### src/rtl/lcd_speed_writer.sv
// Feeds a 16x2 HD44780-style LCD driver: init, "SPEED:" header, then one
// digit cell rewritten each time the incoming ASCII speed character changes.
module lcd_speed_writer #(
  parameter logic [7:0] DIGIT_ADDR = 8'h87,
  parameter logic [7:0] HDR_ADDR   = 8'h80
) (
  input  logic       clk,
  input  logic       resetn,
  input  logic [7:0] ascii_speed,
  input  logic       lcd_ready,
  output logic       lcd_valid,
  output logic [7:0] lcd_data,
  output logic       lcd_rs,
  output logic       busy,
  output logic [7:0] shown_char,
  output logic [7:0] update_count
);

  typedef enum logic [2:0] {
    INIT,
    HDR,
    UPD_ADDR,
    UPD_CHAR,
    IDLE
  } state_t;

  state_t     state;
  state_t     nxt_state;
  logic [2:0] idx;
  logic [2:0] nxt_idx;
  logic [7:0] latched;
  logic [8:0] nxt_byte;

  // {rs, data} for a given position in the byte sequence.
  function automatic logic [8:0] byte_for(input state_t s, input logic [2:0] i,
                                          input logic [7:0] ch);
    logic [8:0] b;
    b = 9'h000;
    case (s)
      INIT: begin
        case (i)
          3'd0:    b = {1'b0, 8'h38};
          3'd1:    b = {1'b0, 8'h0C};
          3'd2:    b = {1'b0, 8'h01};
          default: b = {1'b0, 8'h06};
        endcase
      end
      HDR: begin
        case (i)
          3'd0:    b = {1'b0, HDR_ADDR};
          3'd1:    b = {1'b1, 8'h53};
          3'd2:    b = {1'b1, 8'h50};
          3'd3:    b = {1'b1, 8'h45};
          3'd4:    b = {1'b1, 8'h45};
          3'd5:    b = {1'b1, 8'h44};
          default: b = {1'b1, 8'h3A};
        endcase
      end
      UPD_ADDR: b = {1'b0, DIGIT_ADDR};
      UPD_CHAR: b = {1'b1, ch};
      default:  b = 9'h000;
    endcase
    return b;
  endfunction

  // Where the sequence goes once the current byte has been accepted.
  always_comb begin
    // NOTE: defaults first so every path assigns every output; no latch inferred.
    nxt_state = state;
    nxt_idx   = idx + 3'd1;
    case (state)
      INIT: begin
        if (idx == 3'd3) begin
          nxt_state = HDR;
          nxt_idx   = 3'd0;
        end
      end
      HDR: begin
        if (idx == 3'd6) begin
          nxt_state = UPD_ADDR;
          nxt_idx   = 3'd0;
        end
      end
      UPD_ADDR: begin
        nxt_state = UPD_CHAR;
        nxt_idx   = 3'd0;
      end
      UPD_CHAR: begin
        nxt_state = IDLE;
        nxt_idx   = 3'd0;
      end
      default: nxt_idx = 3'd0;
    endcase
  end

  assign nxt_byte = byte_for(nxt_state, nxt_idx, latched);

  // NOTE: non-blocking assignments for all state so every flop sees pre-edge values.
  always_ff @(posedge clk or negedge resetn) begin
    if (!resetn) begin
      state        <= INIT;
      idx          <= 3'd0;
      lcd_valid    <= 1'b0;
      lcd_data     <= 8'h00;
      lcd_rs       <= 1'b0;
      busy         <= 1'b1;
      shown_char   <= 8'h20;
      update_count <= 8'h00;
      latched      <= 8'h20;
    end else if (state == IDLE) begin
      if (ascii_speed != shown_char) begin
        latched <= ascii_speed;
        state   <= UPD_ADDR;
        idx     <= 3'd0;
        busy    <= 1'b1;
      end
    end else if (!lcd_valid) begin
      // First byte of a burst: after reset or after an IDLE-detected change.
      {lcd_rs, lcd_data} <= byte_for(state, idx, latched);
      lcd_valid          <= 1'b1;
    end else if (lcd_ready) begin
      state <= nxt_state;
      idx   <= nxt_idx;
      if (state == HDR && nxt_state == UPD_ADDR) begin
        latched <= ascii_speed;
      end
      if (state == UPD_CHAR) begin
        shown_char   <= latched;
        update_count <= update_count + 8'd1;
        lcd_valid    <= 1'b0;
        busy         <= 1'b0;
      end else begin
        {lcd_rs, lcd_data} <= nxt_byte;
      end
    end
  end

endmodule

### config.mk
export PLATFORM = sky130hd
export DESIGN_NAME = lcd_speed_writer
export DESIGN_NICKNAME = d
export VERILOG_FILES = /design/src/rtl/lcd_speed_writer.sv
export SDC_FILE = /design/constraint.sdc
export NUM_CORES = 1
export LEC_CHECK = 0
export BUFFER_PORTS_ARGS = -buffer_cell sky130_fd_sc_hd__clkbuf_2
export CAP_MARGIN = 20
export CORE_MARGIN = 4
export CORE_UTILIZATION = 52
export CTS_CLUSTER_SIZE = 12
export DETAILED_ROUTE_END_ITERATION = 6
export PLACE_DENSITY = 0.77
export SYNTH_ARGS = -nofsm -noshare
export SYNTH_HDL_FRONTEND = slang
export SYNTH_SLANG_ARGS = --single-unit
### constraint.sdc
create_clock -name clk -period 2.2 [get_ports clk]
set_input_delay 0.11 -clock clk [delete_from_list [all_inputs] [get_ports clk]]
set_output_delay 0.11 -clock clk [all_outputs]
set_load 0.005 [all_outputs]
==> results of run 1 <==
[logic make-up after synthesis]
logic type	synth area share, %
DFF	39.8
and+or+nand+nor	18.0
buffers and inverters	3.87
adders and majority gates	3.38
AOI/OAI and AO/OA	20.2
muxes	9.38
xor gates and xnor gates	5.41
[path summary, 6_finish.rpt]
check / endpoint / slack [ns] / depth (start not counted)
setup / recovery: lcd_data[2]$_DFFE_PN0P_ / 0.009 / 6
setup reg to reg: lcd_data[2]$_DFFE_PN0P_ / 0.009 / 6
max in group asynchronous: latched[5]$_DFFE_PN1P_ / 1.40 / 3
min in group asynchronous: idx[0]$_DFFE_PN0P_ / 0.40 / 3
hold / removal: latched[6]$_DFFE_PN0P_ / 0.07 / 2
hold reg to reg: update_count[7]$_DFFE_PN0P_ / 0.49 / 1
[what timing repair did]
action / CTS / global route
endpoints found under the setup margin: 0 / 5
resized for setup: 0 / 5
hold buffers: 1 / 0
endpoints found under the hold margin: 38 / 0
[sequential cells by signal (all words and copies together) (netlist names)]
name / count
lcd_data: 8
busy: 1
state: 3
lcd_rs: 1
update_count: 8
shown_char: 8
lcd_valid: 1
idx: 3
latched: 8
[metal layers]
layer  GRT usage, %  up-vias  share of wire (%)
li1               -     1093                  -
met1           32.5     1110                 43
met2           37.2      125                 46
met3           4.36       29                7.7
met4           6.99        0                2.8
met5              0        -                  0
[power by group through the flow]
stage	clock network [mW]	logic [mW]	registers [mW]
5_1_grt	0.671	2.45	1.51
3_3_place_gp	0	2.11	1.44
3_5_place_dp	0	2.13	1.46
6_report	0.626	2.23	1.46
4_1_cts	0.641	2.15	1.45
2_1_floorplan	0	1.51	1.32
[area by class of cell]
cell class                 instances  area [um2]  share of cell area, %
clock inverter                     3        43.8                   1.41
sequential                        41        1030                   33.2
clock buffer                       5        68.8                   2.22
tap                               67        83.8                   2.70
timing repair buffer              60         360                   11.6
inverter                           7        26.3                  0.847
multi-input combinational        205        1490                   48.0
[critical path, cell delays in order, from the launching register on]
cell	delay (ns)
dfrtp_1	0.70
inv_1	0.17
buf_4	0.22
o311ai_2	0.44
nor3_2	0.13
nor3_1	0.27
a221o_1	0.20
[cell usage in the layout, fill, tap and decap left out, drive strengths merged, types with 3 or more instances in the layout]
cell type,synthesis,routed
nand3,5,5
xor2,13,13
clkbuf,2,42
dfstp,3,3
a21oi,25,25
inv,6,7
xnor2,3,3
nand4,3,3
a31oi,3,3
dfrtp,38,38
o21ai,16,16
nor4,3,3
mux2i,4,4
a22oi,3,3
nor2b,3,3
o22ai,3,3
buf,11,22
nor2,24,24
ha,7,7
nor3,6,6
nand3b,3,3
o211ai,10,10
nand2,16,16
mux2,18,18
nand2b,5,5
==> run metrics, run 1 <==
minimum clock period=2.19 ns; first drt pass iteration count=5; RSZ-0062 raised after global routing=yes; global route overflow=0; final instance count without filler cells=388; syn nets=284; initial drt markers=222; Post-CTS Setup Bufs=0; worst r2r src=state[0]$_DFFE_PN0P_; RePlAce Congestion=0.962; Worst Hold Launch=ascii_speed[6]; Detail Route Antenna Nets=0; fraction of the yosys area taken by sequential cells=39.8%; VDD IR max=0.785 mV; leakage power=1.39 nW; residual DRC count=0; Mapped Avg Cell Area=9.73 um2; hold crit path type=primary input to flip-flop; clk_skew=0.00798 ns; H-tree depth=2; core area=0.00479 mm2; sequential power share=33.9%; fin nets=338; Critical Path Start Type=flip-flop; IO Pins=38; routed len/inst=18.1 um; pin count of the biggest net entering global routing=42; initial core utilization=54.1%; Total Wirelength=7030 um; Std-Cell Rows=25; initial antenna violation count=0; Synth top area share=36.7%; Clock Path Buffers=2; Yosys cell types=58; critical path class=flip-flop to flip-flop; most frequent cell after synthesis=dfrtp_1; setup TNS=0 ns; CP Capture Type=flip-flop; Tcrit/Tclk final=99.6%; Setup-failing EPs final=0; # diodes=0; cts bufs inserted=5; Fin Hold WS=0.0717 ns; status=finished, final reports clean; Util after Layout=64.8%; dpl cell area=0.00295 mm2; Int Pwr=2.45 mW; setup ws final=0.00899 ns; fill count=401; Syn Std Cell Area=0.00259 mm2; total power=4.31 mW; Post-synth EDFFs=0; dominant synthesized flop cell=dfrtp_1; ranking of synthesized cells by area=dfrtp_1, mux2_2, a21oi_1, xor2_1, ha_1; Reg clk slew, reported paths=0.08 ns; Hold Fails Final Rpt=0; Async SR Flop Fraction=100%; Slew headroom=63.3%; P_sw=1.86 mW; clock network power share=14.5%; vias in the first global route=2297; TritonCTS clock tree=built; Tot GR Track Use=23.4%; Setup WS pre-CTS=0.115 ns; switching share of total power=43.2%; Comb power frac=51.6%; root buffer cell=clkbuf_8; commonest cells in the netlist=dfrtp_1, a21oi_1, nor2_1, mux2_2, nand2_1; Die Wd=78.6 um; Required @ worst endpoint=2.43 ns; Worst Tran Pin Value=0.551 ns; critical path data arrival time=2.42 ns; Clk Latency, worst-skew pair=0.30 ns; first-pass GRT wire length=11400 um; Pins Over Slew Limit=0; area delta synth->final=19.8%; HPWL Detailed=5000 um; crit path max fanout=19; die area=0.00617 mm2; Crit. Startpoint=state[0]$_DFFE_PN0P_; Port-buffer cells=37; clk sink count=41; share of layout cells above drive strength 1=33.0%; Via density=6.07; placed insts=379; #FFs+latches synth=41; cell taking the most area after synthesis=dfrtp_1; power density over the cells=1390 mW/mm2; maximum clock frequency=0.456 GHz; Chip Height=78.6 um; Synth Instances=266; Ys Warns=0; post-route cell area=0.00310 mm2; Max-Cap Viols=0; Vias=2357
No activity file was read; power rests on OpenSTA's default activity.
==> run 2, diff against run 1 <==
SETUP_SLACK_MARGIN = 0.05   (was default)
==> run metrics, run 2 (synthesis results as in run 1) <==
clk sink count=41 (unchanged); setup TNS=0 ns (unchanged); Worst Hold Launch=ascii_speed[4]; VDD IR max=0.763 mV (-2.8%); initial drt markers=234 (+5.4%); RePlAce Congestion=0.945 (-1.9%); Crit. Startpoint=idx[0]$_DFFE_PN0P_; Int Pwr=2.40 mW (-2.2%); die area=0.00617 mm2 (unchanged); Tcrit/Tclk final=93.6% (-6.0 points); share of layout cells above drive strength 1=36.1% (+3.1 points); Total Wirelength=7160 um (+1.8%); status=finished, final reports clean; Clk Latency, worst-skew pair=0.30 ns (about the same); routed len/inst=18.3 um (+1.0%); H-tree depth=2 (unchanged); Port-buffer cells=37 (unchanged); Die Wd=78.6 um (unchanged); initial antenna violation count=0 (unchanged); first drt pass iteration count=6 (+1); Max-Cap Viols=0 (unchanged); sequential power share=33.5% (-0.4 points); first-pass GRT wire length=12000 um (+4.9%); Util after Layout=65.8% (+0.94 points); crit path max fanout=5 (-14); pin count of the biggest net entering global routing=22 (-48%); Vias=2387 (+1.3%); fin nets=341 (+0.89%); P_sw=1.92 mW (+3.2%); switching share of total power=44.5% (+1.3 points); clk_skew=0.00402 ns (-0.00396 ns); RSZ-0062 raised after global routing=no; power density over the cells=1370 mW/mm2 (-1.3%); global route overflow=0 (unchanged); cts bufs inserted=5 (unchanged); Detail Route Antenna Nets=0 (unchanged); Std-Cell Rows=25 (unchanged); Via density=6.10 (+0.50%); Hold Fails Final Rpt=0 (unchanged); Setup-failing EPs final=0 (unchanged); root buffer cell=clkbuf_8; core area=0.00479 mm2 (unchanged); Clock Path Buffers=2 (unchanged); Critical Path Start Type=flip-flop; Worst Tran Pin Value=0.495 ns (-0.0562 ns); IO Pins=38 (unchanged); minimum clock period=2.06 ns (-0.131 ns); hold crit path type=primary input to flip-flop; maximum clock frequency=0.486 GHz (+6.4%); vias in the first global route=2378 (+3.5%); # diodes=0 (unchanged); leakage power=1.39 nW (about the same); Slew headroom=66.7% (+3.4 points); most frequent cells in the layout=dfrtp_1, clkbuf_2, buf_4; Chip Height=78.6 um (unchanged); Tot GR Track Use=24.8% (+1.4 points); Reg clk slew, reported paths=0.08 ns (about the same); Comb power frac=54.8% (+3.2 points); worst r2r src=idx[0]$_DFFE_PN0P_; area delta synth->final=21.6%; initial core utilization=54.1% (unchanged); CP Capture Type=flip-flop; critical path class=flip-flop to flip-flop; Required @ worst endpoint=2.39 ns (-0.04 ns); Pins Over Slew Limit=0 (unchanged); fill count=397 (-1.0%); critical path data arrival time=2.25 ns (-0.17 ns); TritonCTS clock tree=built; clock network power share=11.7% (-2.8 points); residual DRC count=0 (unchanged); HPWL Detailed=5250 um (+5.1%)
run 2: layout make-up:
| type | count | area, um2 | area share [%] |
|---|---|---|---|
| clock buffers | 5 | 68.8 | 2.19 |
| clock inverters | 3 | 21.3 | 0.676 |
| inverters | 7 | 27.5 | 0.875 |
| multi-input cells | 205 | 1530 | 48.7 |
| flip-flops and latches | 41 | 1030 | 32.8 |
| well taps | 67 | 83.8 | 2.66 |
| repair buffers | 63 | 383 | 12.2 |
run 2: power by group through the flow:
| stage | Combinational, mW | Sequential (mW) | Clock (mW) |
|---|---|---|---|
| after floorplan | 1.51 | 1.32 | 0 |
| after global placement | 2.19 | 1.43 | 0 |
| after detailed placement | 2.21 | 1.45 | 0 |
| after CTS | 2.24 | 1.43 | 0.519 |
| after global routing | 2.57 | 1.49 | 0.554 |
| final | 2.37 | 1.45 | 0.506 |
run 2: through the flow:
stage | total power [mW] | cell area (um2) | setup slack [ns] | hold slack, ns | instances
2_1_floorplan | 2.83 | 2590 | 0.112 | -0.186 | 266
3_3_place_gp | 3.61 | 2970 | 0.135 | 0.106 | 381
3_5_place_dp | 3.66 | 2970 | 0.0561 | 0.105 | 381
4_1_cts | 4.19 | 3070 | 0.0773 | 0.0685 | 390
5_1_grt | 4.62 | 3150 | 0.0547 | 0.0647 | 391
6_report | 4.32 | 3150 | 0.140 | 0.0704 | 391
run 2: worst paths after layout:
check / end / slack (ns) / cells past startpoint
worst max register to register: lcd_data[2]$_DFFE_PN0P_ / 0.14 / 7
min in group asynchronous: idx[1]$_DFFE_PN0P_ / 0.32 / 3
worst max-delay path: lcd_data[2]$_DFFE_PN0P_ / 0.14 / 7
worst min register to register: update_count[7]$_DFFE_PN0P_ / 0.47 / 1
max in group asynchronous: busy$_DFFE_PN1P_ / 1.60 / 3
worst min-delay path: latched[4]$_DFFE_PN0P_ / 0.07 / 2
run 2: repair_timing:
action / 4_1_cts / 5_1_grt
gates resized for setup: 1 / 15
endpoints found under the setup margin: 1 / 7
hold buffers: 1 / 0
endpoints found under the hold margin: 38 / 0
pin swaps: 0 / 2
setup buffers: 0 / 1
run 2: layer usage:
metal	wire length, um	GRT usage (%)	part of all wire (%)
met1	3080	33.4	43
met2	3310	37.9	46
met3	539	5.28	7.5
met4	222	11.9	3.1
met5	0	0	0
run 2: critical path, stage by stage (launching register included):
cell and delay (ns):
dfrtp_2 0.45, ha_2 0.23, ha_1 0.32, a21oi_2 0.14
mux2i_1 0.12, nor3_2 0.30, nor3_1 0.09, a221o_1 0.29
==> run 3, diff against run 2 <==
RECOVER_POWER = 50   (was default)
==> run metrics, run 3 (synthesis results as in run 1) <==
status=finished, final reports clean; commonest non-fill, non-tap cell in the layout=dfrtp_1; Max-Cap Viols=0 (unchanged); Max Used Layer=met4; Critical Path Start Type=flip-flop; Pins Over Slew Limit=0 (unchanged); HPWL Detailed=5250 um (unchanged); Crit. Startpoint=idx[0]$_DFFE_PN0P_; share of layout cells above drive strength 1=33.6% (-2.5 points); total power=4.31 mW (-0.23%); Std-Cell Rows=25 (unchanged); root buffer cell=clkbuf_8; routed wl met3=534 um (-0.93%); Reg-to-Reg End=lcd_rs$_DFFE_PN0P_; cts bufs inserted=5 (unchanged); minimum clock period=2.07 ns (+0.00638 ns); power density over the cells=1380 mW/mm2 (+0.25%); residual DRC count=0 (unchanged); setup TNS=0 ns (unchanged); CP Capture Type=flip-flop; Clock Path Buffers=2 (unchanged); Clk Latency, worst-skew pair=0.30 ns (about the same); Setup-failing EPs final=0 (unchanged); maximum clock frequency=0.484 GHz (-0.31%); clk sink count=41 (unchanged); Via density=6.05 (-0.92%); vias in the first global route=2378 (unchanged); reg-to-reg setup timing slack=0.13 ns (about the same); Vias=2365 (-0.92%); most frequent cells in the layout=dfrtp_1, clkbuf_2, buf_4; Tcrit/Tclk final=93.9% (+0.29 points); first-pass GRT wire length=12000 um (unchanged); Total Wirelength=7100 um (-0.81%); first drt pass iteration count=6 (unchanged); crit path max fanout=5 (unchanged); Die Wd=78.6 um (unchanged); fin nets=341 (unchanged); worst setup path endpoint=lcd_rs$_DFFE_PN0P_; IO Pins=38 (unchanged); area delta synth->final=21.0%; initial core utilization=54.1% (unchanged); VDD IR max=0.756 mV (-0.91%); Slew headroom=25.0% (-42 points); Reg clk slew, reported paths=0.08 ns (about the same); RePlAce Congestion=0.945 (unchanged); routed len/inst=18.2 um (-0.81%); core area=0.00479 mm2 (unchanged); M1 wire length=3060 um (-0.62%); hold crit path type=primary input to flip-flop; critical path data arrival time=2.25 ns (about the same); Detail Route Antenna Nets=0 (unchanged); Port-buffer cells=37 (unchanged); Worst Tran Pin Value=1.13 ns (+0.631 ns); critical path class=flip-flop to flip-flop; Hold Fails Final Rpt=0 (unchanged); # diodes=0 (unchanged); DR WL met2=3290 um (-0.69%); Tot GR Track Use=24.8% (unchanged); clk_skew=0.00447 ns (+0.000453 ns); pin count of the biggest net entering global routing=22 (unchanged); Required @ worst endpoint=2.39 ns (about the same); leakage power=1.36 nW (-1.9%); TritonCTS clock tree=built; Chip Height=78.6 um (unchanged); cells on worst reg2reg path=7 (unchanged); global route overflow=0 (unchanged); RSZ-0062 raised after global routing=no; initial drt markers=251 (+7.3%); initial antenna violation count=0 (unchanged); die area=0.00617 mm2 (unchanged); worst r2r src=idx[0]$_DFFE_PN0P_; H-tree depth=2 (unchanged)
==> run 3: cell type report <==
cell class	count	area, um2
repair buffers	63	368
well taps	67	83.8
clock buffers	5	68.8
multi-input cells	205	1530
fillers	404	1650
flip-flops and latches	41	1030
inverters	7	27.5
clock inverters	3	21.3
==> run 3: worst min-delay path by stage <==
stage	startpoint	cells after the start	end	slack, ns
finish	ascii_speed[4]	2	latched[4]$_DFFE_PN0P_	0.07
global route	ascii_speed[4]	2	latched[4]$_DFFE_PN0P_	0.06
CTS	ascii_speed[4]	2	latched[4]$_DFFE_PN0P_	0.07
detailed placement	resetn	2	idx[0]$_DFFE_PN0P_	0.10
global placement	resetn	2	idx[0]$_DFFE_PN0P_	0.11
floorplan	resetn	0	idx[0]$_DFFE_PN0P_	-0.19
==> run 3: stage by stage <==
stage | setup WS [ns] | instances | instance area [um2] | hold WS, ns | utilization, %
detailed placement | 0.0561 | 381 | 2970 | 0.105 | 62.0
finish | 0.134 | 391 | 3130 | 0.0678 | 65.4
global placement | 0.135 | 381 | 2970 | 0.106 | 62.0
CTS | 0.0773 | 390 | 3070 | 0.0685 | 64.2
floorplan | 0.112 | 266 | 2590 | -0.186 | -
global route | 0.0547 | 391 | 3130 | 0.0647 | 65.4
==> run 3: power breakdown <==
| group | internal (mW) | switching [mW] | leakage, nW |
|---|---|---|---|
| sequential | 1.08 | 0.366 | 0.507 |
| combinational | 1.09 | 1.27 | 0.812 |
| clock | 0.225 | 0.281 | 0.0445 |
==> run 3: repair_timing <==
| item | CTS | global route |
|---|---|---|
| endpoints found under the hold margin | 38 | 0 |
| pin swaps | 0 | 2 |
| setup buffers | 0 | 1 |
| resized for setup | 1 | 15 |
| hold buffers | 1 | 0 |
| endpoints found under the setup margin | 1 | 7 |
==> run 3: per-layer routing <==
layer | vias up | global-route usage [%]
met5 | - | 0
met4 | 0 | 11.9
met3 | 25 | 5.28
met2 | 126 | 37.9
met1 | 1116 | 33.4
li1 | 1098 | -
==> run 3: worst max-delay path: stages (launching register included) <==
cell and delay (ns):
dfrtp_2 0.45, ha_2 0.22, ha_1 0.33, a21oi_2 0.05, mux2_4 0.31, a21oi_4 0.18
nand2b_1 0.11, a221o_1 0.30
